### src/rtl/mem_arb_pkg.sv
// Shared types and constants for the dual-core memory bus arbiter.
package mem_arb_pkg;

    typedef enum logic [2:0] {IDLE, SNOOP, WB, ACCESS, RESP} arb_state_e;

    // 0 = core 1, 1 = core 2
    typedef logic core_id_t;

    localparam int unsigned SNOOP_CYCLES = 2;

endpackage

### src/rtl/rr_arbiter2.sv
// Two-requester round-robin picker; the parent holds the "last served" register.
module rr_arbiter2
    import mem_arb_pkg::*;
(
    input  logic [1:0] i_req,
    input  core_id_t   i_last,
    output logic [1:0] o_grant,
    output core_id_t   o_gnt_id
);

    always_comb begin
        o_grant  = 2'b00;
        o_gnt_id = 1'b0;
        unique case (i_req)
            2'b01: begin
                o_grant  = 2'b01;
                o_gnt_id = 1'b0;
            end
            2'b10: begin
                o_grant  = 2'b10;
                o_gnt_id = 1'b1;
            end
            2'b11: begin
                o_gnt_id = ~i_last;
                o_grant  = i_last ? 2'b01 : 2'b10;
            end
            default: ;
        endcase
    end

endmodule

### src/rtl/mem_bus_arbiter.sv
// Shared memory port for two cores: round-robin grant, snoop the other core, copy back, access.
// Optional performance counters are built when MEM_ARB_PERF_CNT_EN is defined.
module mem_bus_arbiter
    import mem_arb_pkg::*;
#(
    parameter int unsigned ADDR_W  = 5,
    parameter int unsigned DATA_W  = 32,
    parameter int unsigned MEM_LAT = 2
) (
    input  logic              clk,
    input  logic              reset,
    input  logic              c1_req,
    input  logic              c1_wr,
    input  logic [ADDR_W-1:0] c1_addr,
    input  logic [DATA_W-1:0] c1_wdata,
    output logic              c1_stall,
    output logic              c1_done,
    output logic [DATA_W-1:0] c1_rdata,
    output logic              c1_snoop,
    input  logic              c1_dirty,
    input  logic [DATA_W-1:0] c1_cb_data,
    input  logic              c2_req,
    input  logic              c2_wr,
    input  logic [ADDR_W-1:0] c2_addr,
    input  logic [DATA_W-1:0] c2_wdata,
    output logic              c2_stall,
    output logic              c2_done,
    output logic [DATA_W-1:0] c2_rdata,
    output logic              c2_snoop,
    input  logic              c2_dirty,
    input  logic [DATA_W-1:0] c2_cb_data,
    output logic              snoop_wr,
    output logic [ADDR_W-1:0] snoop_addr,
    output logic              mem_rd,
    output logic              main_mem_wr,
    output logic [ADDR_W-1:0] mem_addr,
    output logic [DATA_W-1:0] mem_data_in,
    input  logic [DATA_W-1:0] mem_data_out,
    output logic [31:0]       perf_grants_1,
    output logic [31:0]       perf_grants_2,
    output logic [31:0]       perf_copybacks
);

    localparam int unsigned CNT_W = $clog2(MEM_LAT + 1);

    arb_state_e        r_state;
    core_id_t          r_owner;
    core_id_t          r_rr_last;
    logic              r_wr;
    logic [ADDR_W-1:0] r_addr;
    logic [DATA_W-1:0] r_wdata;
    logic [CNT_W-1:0]  r_cnt;
    logic              r_c1_snoop, r_c2_snoop, r_snoop_wr;
    logic [ADDR_W-1:0] r_snoop_addr;
    logic              r_mem_rd, r_mem_wr;
    logic [ADDR_W-1:0] r_mem_addr;
    logic [DATA_W-1:0] r_mem_data;
    logic              r_c1_done, r_c2_done;
    logic [DATA_W-1:0] r_c1_rdata, r_c2_rdata;

    logic [1:0]        w_grant;
    core_id_t          w_gnt_id;
    logic              w_any;
    logic              w_req_wr;
    logic [ADDR_W-1:0] w_req_addr;
    logic [DATA_W-1:0] w_req_wdata;
    logic              w_other_dirty;
    logic [DATA_W-1:0] w_other_cb;
    logic              w_cnt_zero;

    rr_arbiter2 u_rr (
        .i_req    ({c2_req, c1_req}),
        .i_last   (r_rr_last),
        .o_grant  (w_grant),
        .o_gnt_id (w_gnt_id)
    );

    assign w_any         = |w_grant;
    assign w_req_wr      = w_gnt_id ? c2_wr    : c1_wr;
    assign w_req_addr    = w_gnt_id ? c2_addr  : c1_addr;
    assign w_req_wdata   = w_gnt_id ? c2_wdata : c1_wdata;
    // The probed core is always the one that did not win the grant.
    assign w_other_dirty = r_owner ? c1_dirty   : c2_dirty;
    assign w_other_cb    = r_owner ? c1_cb_data : c2_cb_data;
    assign w_cnt_zero    = (r_cnt == '0);

    always_ff @(posedge clk) begin
        if (reset) begin
            r_state      <= IDLE;
            r_owner      <= 1'b0;
            r_rr_last    <= 1'b1;
            r_wr         <= 1'b0;
            r_addr       <= '0;
            r_wdata      <= '0;
            r_cnt        <= '0;
            r_c1_snoop   <= 1'b0;
            r_c2_snoop   <= 1'b0;
            r_snoop_wr   <= 1'b0;
            r_snoop_addr <= '0;
            r_mem_rd     <= 1'b0;
            r_mem_wr     <= 1'b0;
            r_mem_addr   <= '0;
            r_mem_data   <= '0;
            r_c1_done    <= 1'b0;
            r_c2_done    <= 1'b0;
            r_c1_rdata   <= '0;
            r_c2_rdata   <= '0;
        end else begin
            r_c1_snoop   <= 1'b0;
            r_c2_snoop   <= 1'b0;
            r_snoop_wr   <= 1'b0;
            r_snoop_addr <= '0;
            r_c1_done    <= 1'b0;
            r_c2_done    <= 1'b0;
            unique case (r_state)
                IDLE: begin
                    if (w_any) begin
                        r_owner      <= w_gnt_id;
                        r_wr         <= w_req_wr;
                        r_addr       <= w_req_addr;
                        r_wdata      <= w_req_wdata;
                        r_c1_snoop   <= w_gnt_id;
                        r_c2_snoop   <= ~w_gnt_id;
                        r_snoop_wr   <= w_req_wr;
                        r_snoop_addr <= w_req_addr;
                        r_cnt        <= CNT_W'(SNOOP_CYCLES - 1);
                        r_state      <= SNOOP;
                    end
                end
                SNOOP: begin
                    if (!w_cnt_zero) begin
                        r_cnt <= r_cnt - CNT_W'(1);
                    end else if (w_other_dirty) begin
                        r_mem_wr   <= 1'b1;
                        r_mem_addr <= r_addr;
                        r_mem_data <= w_other_cb;
                        r_cnt      <= CNT_W'(MEM_LAT - 1);
                        r_state    <= WB;
                    end else begin
                        r_mem_rd   <= ~r_wr;
                        r_mem_wr   <= r_wr;
                        r_mem_addr <= r_addr;
                        r_mem_data <= r_wr ? r_wdata : '0;
                        r_cnt      <= CNT_W'(MEM_LAT - 1);
                        r_state    <= ACCESS;
                    end
                end
                WB: begin
                    if (!w_cnt_zero) begin
                        r_cnt <= r_cnt - CNT_W'(1);
                    end else begin
                        r_mem_rd   <= ~r_wr;
                        r_mem_wr   <= r_wr;
                        r_mem_addr <= r_addr;
                        r_mem_data <= r_wr ? r_wdata : '0;
                        r_cnt      <= CNT_W'(MEM_LAT - 1);
                        r_state    <= ACCESS;
                    end
                end
                ACCESS: begin
                    if (!w_cnt_zero) begin
                        r_cnt <= r_cnt - CNT_W'(1);
                    end else begin
                        r_mem_rd   <= 1'b0;
                        r_mem_wr   <= 1'b0;
                        r_mem_addr <= '0;
                        r_mem_data <= '0;
                        if (!r_wr && !r_owner) r_c1_rdata <= mem_data_out;
                        if (!r_wr &&  r_owner) r_c2_rdata <= mem_data_out;
                        r_c1_done  <= ~r_owner;
                        r_c2_done  <= r_owner;
                        r_state    <= RESP;
                    end
                end
                RESP: begin
                    r_rr_last <= r_owner;
                    r_state   <= IDLE;
                end
                default: r_state <= IDLE;
            endcase
        end
    end

    assign c1_stall    = c1_req & ~((r_state == RESP) & (r_owner == 1'b0));
    assign c2_stall    = c2_req & ~((r_state == RESP) & (r_owner == 1'b1));
    assign c1_done     = r_c1_done;
    assign c2_done     = r_c2_done;
    assign c1_rdata    = r_c1_rdata;
    assign c2_rdata    = r_c2_rdata;
    assign c1_snoop    = r_c1_snoop;
    assign c2_snoop    = r_c2_snoop;
    assign snoop_wr    = r_snoop_wr;
    assign snoop_addr  = r_snoop_addr;
    assign mem_rd      = r_mem_rd;
    assign main_mem_wr = r_mem_wr;
    assign mem_addr    = r_mem_addr;
    assign mem_data_in = r_mem_data;

`ifdef MEM_ARB_PERF_CNT_EN
    logic [31:0] r_perf_g1, r_perf_g2, r_perf_cb;
    logic        w_grant_evt, w_wb_evt;

    assign w_grant_evt = (r_state == IDLE) && w_any;
    assign w_wb_evt    = (r_state == SNOOP) && w_cnt_zero && w_other_dirty;

    // Saturating counters: stick at all-ones.
    always_ff @(posedge clk) begin
        if (reset) begin
            r_perf_g1 <= '0;
            r_perf_g2 <= '0;
            r_perf_cb <= '0;
        end else begin
            if (w_grant_evt && !w_gnt_id && (r_perf_g1 != '1)) r_perf_g1 <= r_perf_g1 + 32'd1;
            if (w_grant_evt &&  w_gnt_id && (r_perf_g2 != '1)) r_perf_g2 <= r_perf_g2 + 32'd1;
            if (w_wb_evt && (r_perf_cb != '1))                 r_perf_cb <= r_perf_cb + 32'd1;
        end
    end

    assign perf_grants_1  = r_perf_g1;
    assign perf_grants_2  = r_perf_g2;
    assign perf_copybacks = r_perf_cb;
`else
    assign perf_grants_1  = '0;
    assign perf_grants_2  = '0;
    assign perf_copybacks = '0;
`endif

endmodule
### config.mk
export PLATFORM = sky130hd
export DESIGN_NAME = mem_bus_arbiter
export DESIGN_NICKNAME = d
export VERILOG_FILES = /design/src/rtl/mem_arb_pkg.sv /design/src/rtl/rr_arbiter2.sv /design/src/rtl/mem_bus_arbiter.sv
export SDC_FILE = /design/constraint.sdc
export NUM_CORES = 1
export LEC_CHECK = 0
export ABC_AREA = 1
export BUFFER_PORTS_ARGS = -buffer_cell sky130_fd_sc_hd__buf_2
export CORE_AREA = 2 2 149 151
export CTS_CLUSTER_DIAMETER = 200
export DETAILED_ROUTE_END_ITERATION = 12
export DIE_AREA = 0 0 151 153
export MAX_ROUTING_LAYER = met4
export PLACE_DENSITY = 0.69
export SYNTH_ARGS = -nofsm -noshare
export SYNTH_HDL_FRONTEND = slang
export SYNTH_SLANG_ARGS = --single-unit
### constraint.sdc
create_clock -name clk -period 1.45 [get_ports clk]
set_input_delay 0.145 -clock clk [delete_from_list [all_inputs] [get_ports clk]]
set_output_delay 0.145 -clock clk [all_outputs]
set_load 0.03 [all_outputs]
==> out/qor.txt <==
Status - finished, violations left
Failing checks - negative setup slack
DP Worst Slack - 14.02 ps
Area contributors post-synth - dfxtp_1 40%, nand2_1 14%, a21oi_1 10%, buf_4 9.3%, o21ai_0 5.7%
I/O Pins - 389
Syn Inst Count - 1159
Die height - 153 um
Share of the synthesized area in the top cell type - 0.3977
Setup Skew - 13.18 ps
Die Area - 23100 um2
Final core occ - 0.5521
Slew Viols, Final - 0
Relative slew slack - 0.5859
Clock Path Buffers - 2
Netlist cell types - 27
Site Rows - 54
Vias per cell - 4.782
Slowest cell on crit path - dfxtp_4
Layout area overhead - 49.13%
Clk Latency, worst-skew pair - 420 ps
F_max - 662.1 MHz
H-tree depth - 4
Crit path DAT - 1870 ps
Routed WL per cell - 15.55 um
Total track usage - 0.2194
Dpl hpwl - 17920 um
Routed vias - 8794
Pre-Repair DR Iteration Count - 5
TritonCTS Buffers - 17
Ys Warns - 0
RSZ-0062 raised after global routing - yes
#FFs+latches synth - 158
Post-layout min period - 1510 ps
Max_cap viols - 0
Netlist Area Pre-Place - 7954 um2
Hold Startpoint - mem_data_out[24]
Overflow after GRT - 0
Most common cell on crit path - buf_6
Global-route wire length before repair - 39200 um
Number of global-route vias before repair - 7874
Max incr delay on CP - 350 ps
DRC - 0
Final setup margin - -60.42 ps
Sequential share of the synthesized area - 0.3977
Largest net degree at the start of global routing - 65
Wirelength, routed - 28600 um
Worst Setup Start Kind - register
Starting Density - 0.3702
Commonest cells after routing, fill and taps aside - 290 x buf_2, 261 x nand2_1, 160 x a21oi_1
Share of layout cells above drive strength 1 - 0.3511
Worst setup path class - register to register
Worst hold path cell count - 3
Worst-path cell chain - nor2_4, buf_6, buf_6, nor3_4, or2_1, inv_4, clkbuf_16, nand2_2, nand2_1
Crit share post-route - 1.042
Root buffer cell - clkbuf_16
Core box area - 21490 um2
CTS tree - done
Final Net Count - 1725
FF-to-FF path depth - 9
Fin. Hold Viols - 0
I/O Buffers - 292
Setup crit end kind - register
Most area-hungry cell type in the Yosys netlist - dfxtp_1
R2R Path End - mem_data_in[30]$_SDFFE_PP0P_
Flop2flop setup slack - -60 ps
Reg-to-Reg Start - r_state[1]$_SDFFE_PP0P_
Critical Path RT - 1810 ps
Sink Count - 158
Most common cell after layout, fill and taps aside - buf_2
Power Density - 1244 nW/um2
Die Width - 151 um
Final RePlAce weighted congestion - 0.8624
Clk slew on worst S/H paths - 70 ps
Detailed Route Iter0 Violations - 558
Avg Inst Size Synth - 6.863 um2
Final ANT Viol Nets - 0
Hold path endpoint - c1_rdata[24]$_SDFFE_PP0P_
VDD IR max - 0.6851 mV
Initial antenna violation count - 1
Worst Hold Class - primary input to register
Max FO, Critical Path - 8
Worst-Margin Slew - 621.2 ps
Leak - 0.005951 uW
Setup violators final - 46
==> metal layers <==
layer  part of all wire  global-route usage
met1               0.42              0.2637
met5                  0                   -
met4              0.017             0.05340
met2               0.50              0.3773
met3              0.069             0.04149
==> worst max path at each step <==
stage | startpoint | to | slack [ps] | depth (start not counted)
3_5_place_dp | r_state[1]$_SDFFE_PP0P_ | c1_rdata[23]$_SDFFE_PP0P_ | 10 | 7
6_report | r_state[1]$_SDFFE_PP0P_ | mem_data_in[30]$_SDFFE_PP0P_ | -60 | 9
5_1_grt | r_owner$_SDFFE_PP0P_ | mem_data_in[14]$_SDFFE_PP0P_ | -140 | 9
3_3_place_gp | r_owner$_SDFFE_PP0P_ | c1_stall | 10 | 6
4_1_cts | r_state[1]$_SDFFE_PP0P_ | c1_stall | -90 | 5
2_1_floorplan | r_cnt[0]$_SDFFE_PP0P_ | mem_data_in[10]$_SDFFE_PP0P_ | 30 | 9
==> logic make-up after synthesis <==
| family | synth area share |
|---|---|
| buf+inv | 0.1855 |
| simple gates | 0.2323 |
| flops | 0.3977 |
| fa+ha+maj | 0.003146 |
| other cells | 0.0004715 |
| compound gates | 0.1809 |
==> power by group <==
group	leakage (uW)	internal (uW)	total (uW)	switching, uW
clock network	0.000298	2360	4590	2220
logic	0.00436	1890	4950	3060
registers	0.00129	4830	5220	383
==> layout make-up <==
cell class / count / area, um2
flip-flops and latches: 158 / 3177
fillers: 1994 / 9624
clock buffers: 17 / 425.4
clock inverters: 15 / 183.9
diodes: 1 / 2.502
multi-input cells: 824 / 4098
well taps: 280 / 350.3
repair buffers: 445 / 3241
inverters: 99 / 384.1
==> cell usage after synthesis, drive strengths merged <==
library cell / count
nand3: 82
o21ai: 112
ha: 2
clkbuf: 38
inv: 99
buf: 135
a21oi: 165
o211ai: 6
nor2: 52
nand2: 304
o31ai: 1
conb: 1
or2: 1
dfxtp: 158
nor3: 3
==> metrics by stage <==
step | std cells | setup TNS (ps) | instance area, um2 | power [uW] | hold WS (ps)
after floorplan | 1254 | 0 | 8323 | 7959 | 290.8
after global placement | 1714 | 0 | 9686 | 9172 | 398.2
after detailed placement | 1714 | 0 | 9686 | 9210 | 402.1
after CTS | 1811 | -172.3 | 11010 | 14030 | 0.05365
after global routing | 1839 | -7245 | 11860 | 15460 | 4.616
final | 1839 | -1176 | 11860 | 14750 | 14.26
==> worst max-delay path, delay by kind of cell (launching register included) <==
| family | cells | cell delay, ps |
|---|---|---|
| flops | 1 | 350 |
| buf+inv | 4 | 560 |
| simple gates | 5 | 540 |
==> flip-flops by register name (all words and copies together), names as in the netlist, 2 cells and up <==
signal	cells
c1_rdata	32
mem_addr	5
r_state	3
r_addr	5
snoop_addr	5
r_cnt	2
r_wdata	32
c2_rdata	32
mem_data_in	32
==> what timing repair did <==
action	in CTS	in global routing
endpoints found under the setup margin	2	134
gates cloned	0	15
gates resized for setup	24	187
pin swaps	3	4
buffers inserted	4	7
hold endpoints to repair	41	5
hold buffers	62	5
No activity file was read; power rests on OpenSTA's default activity.
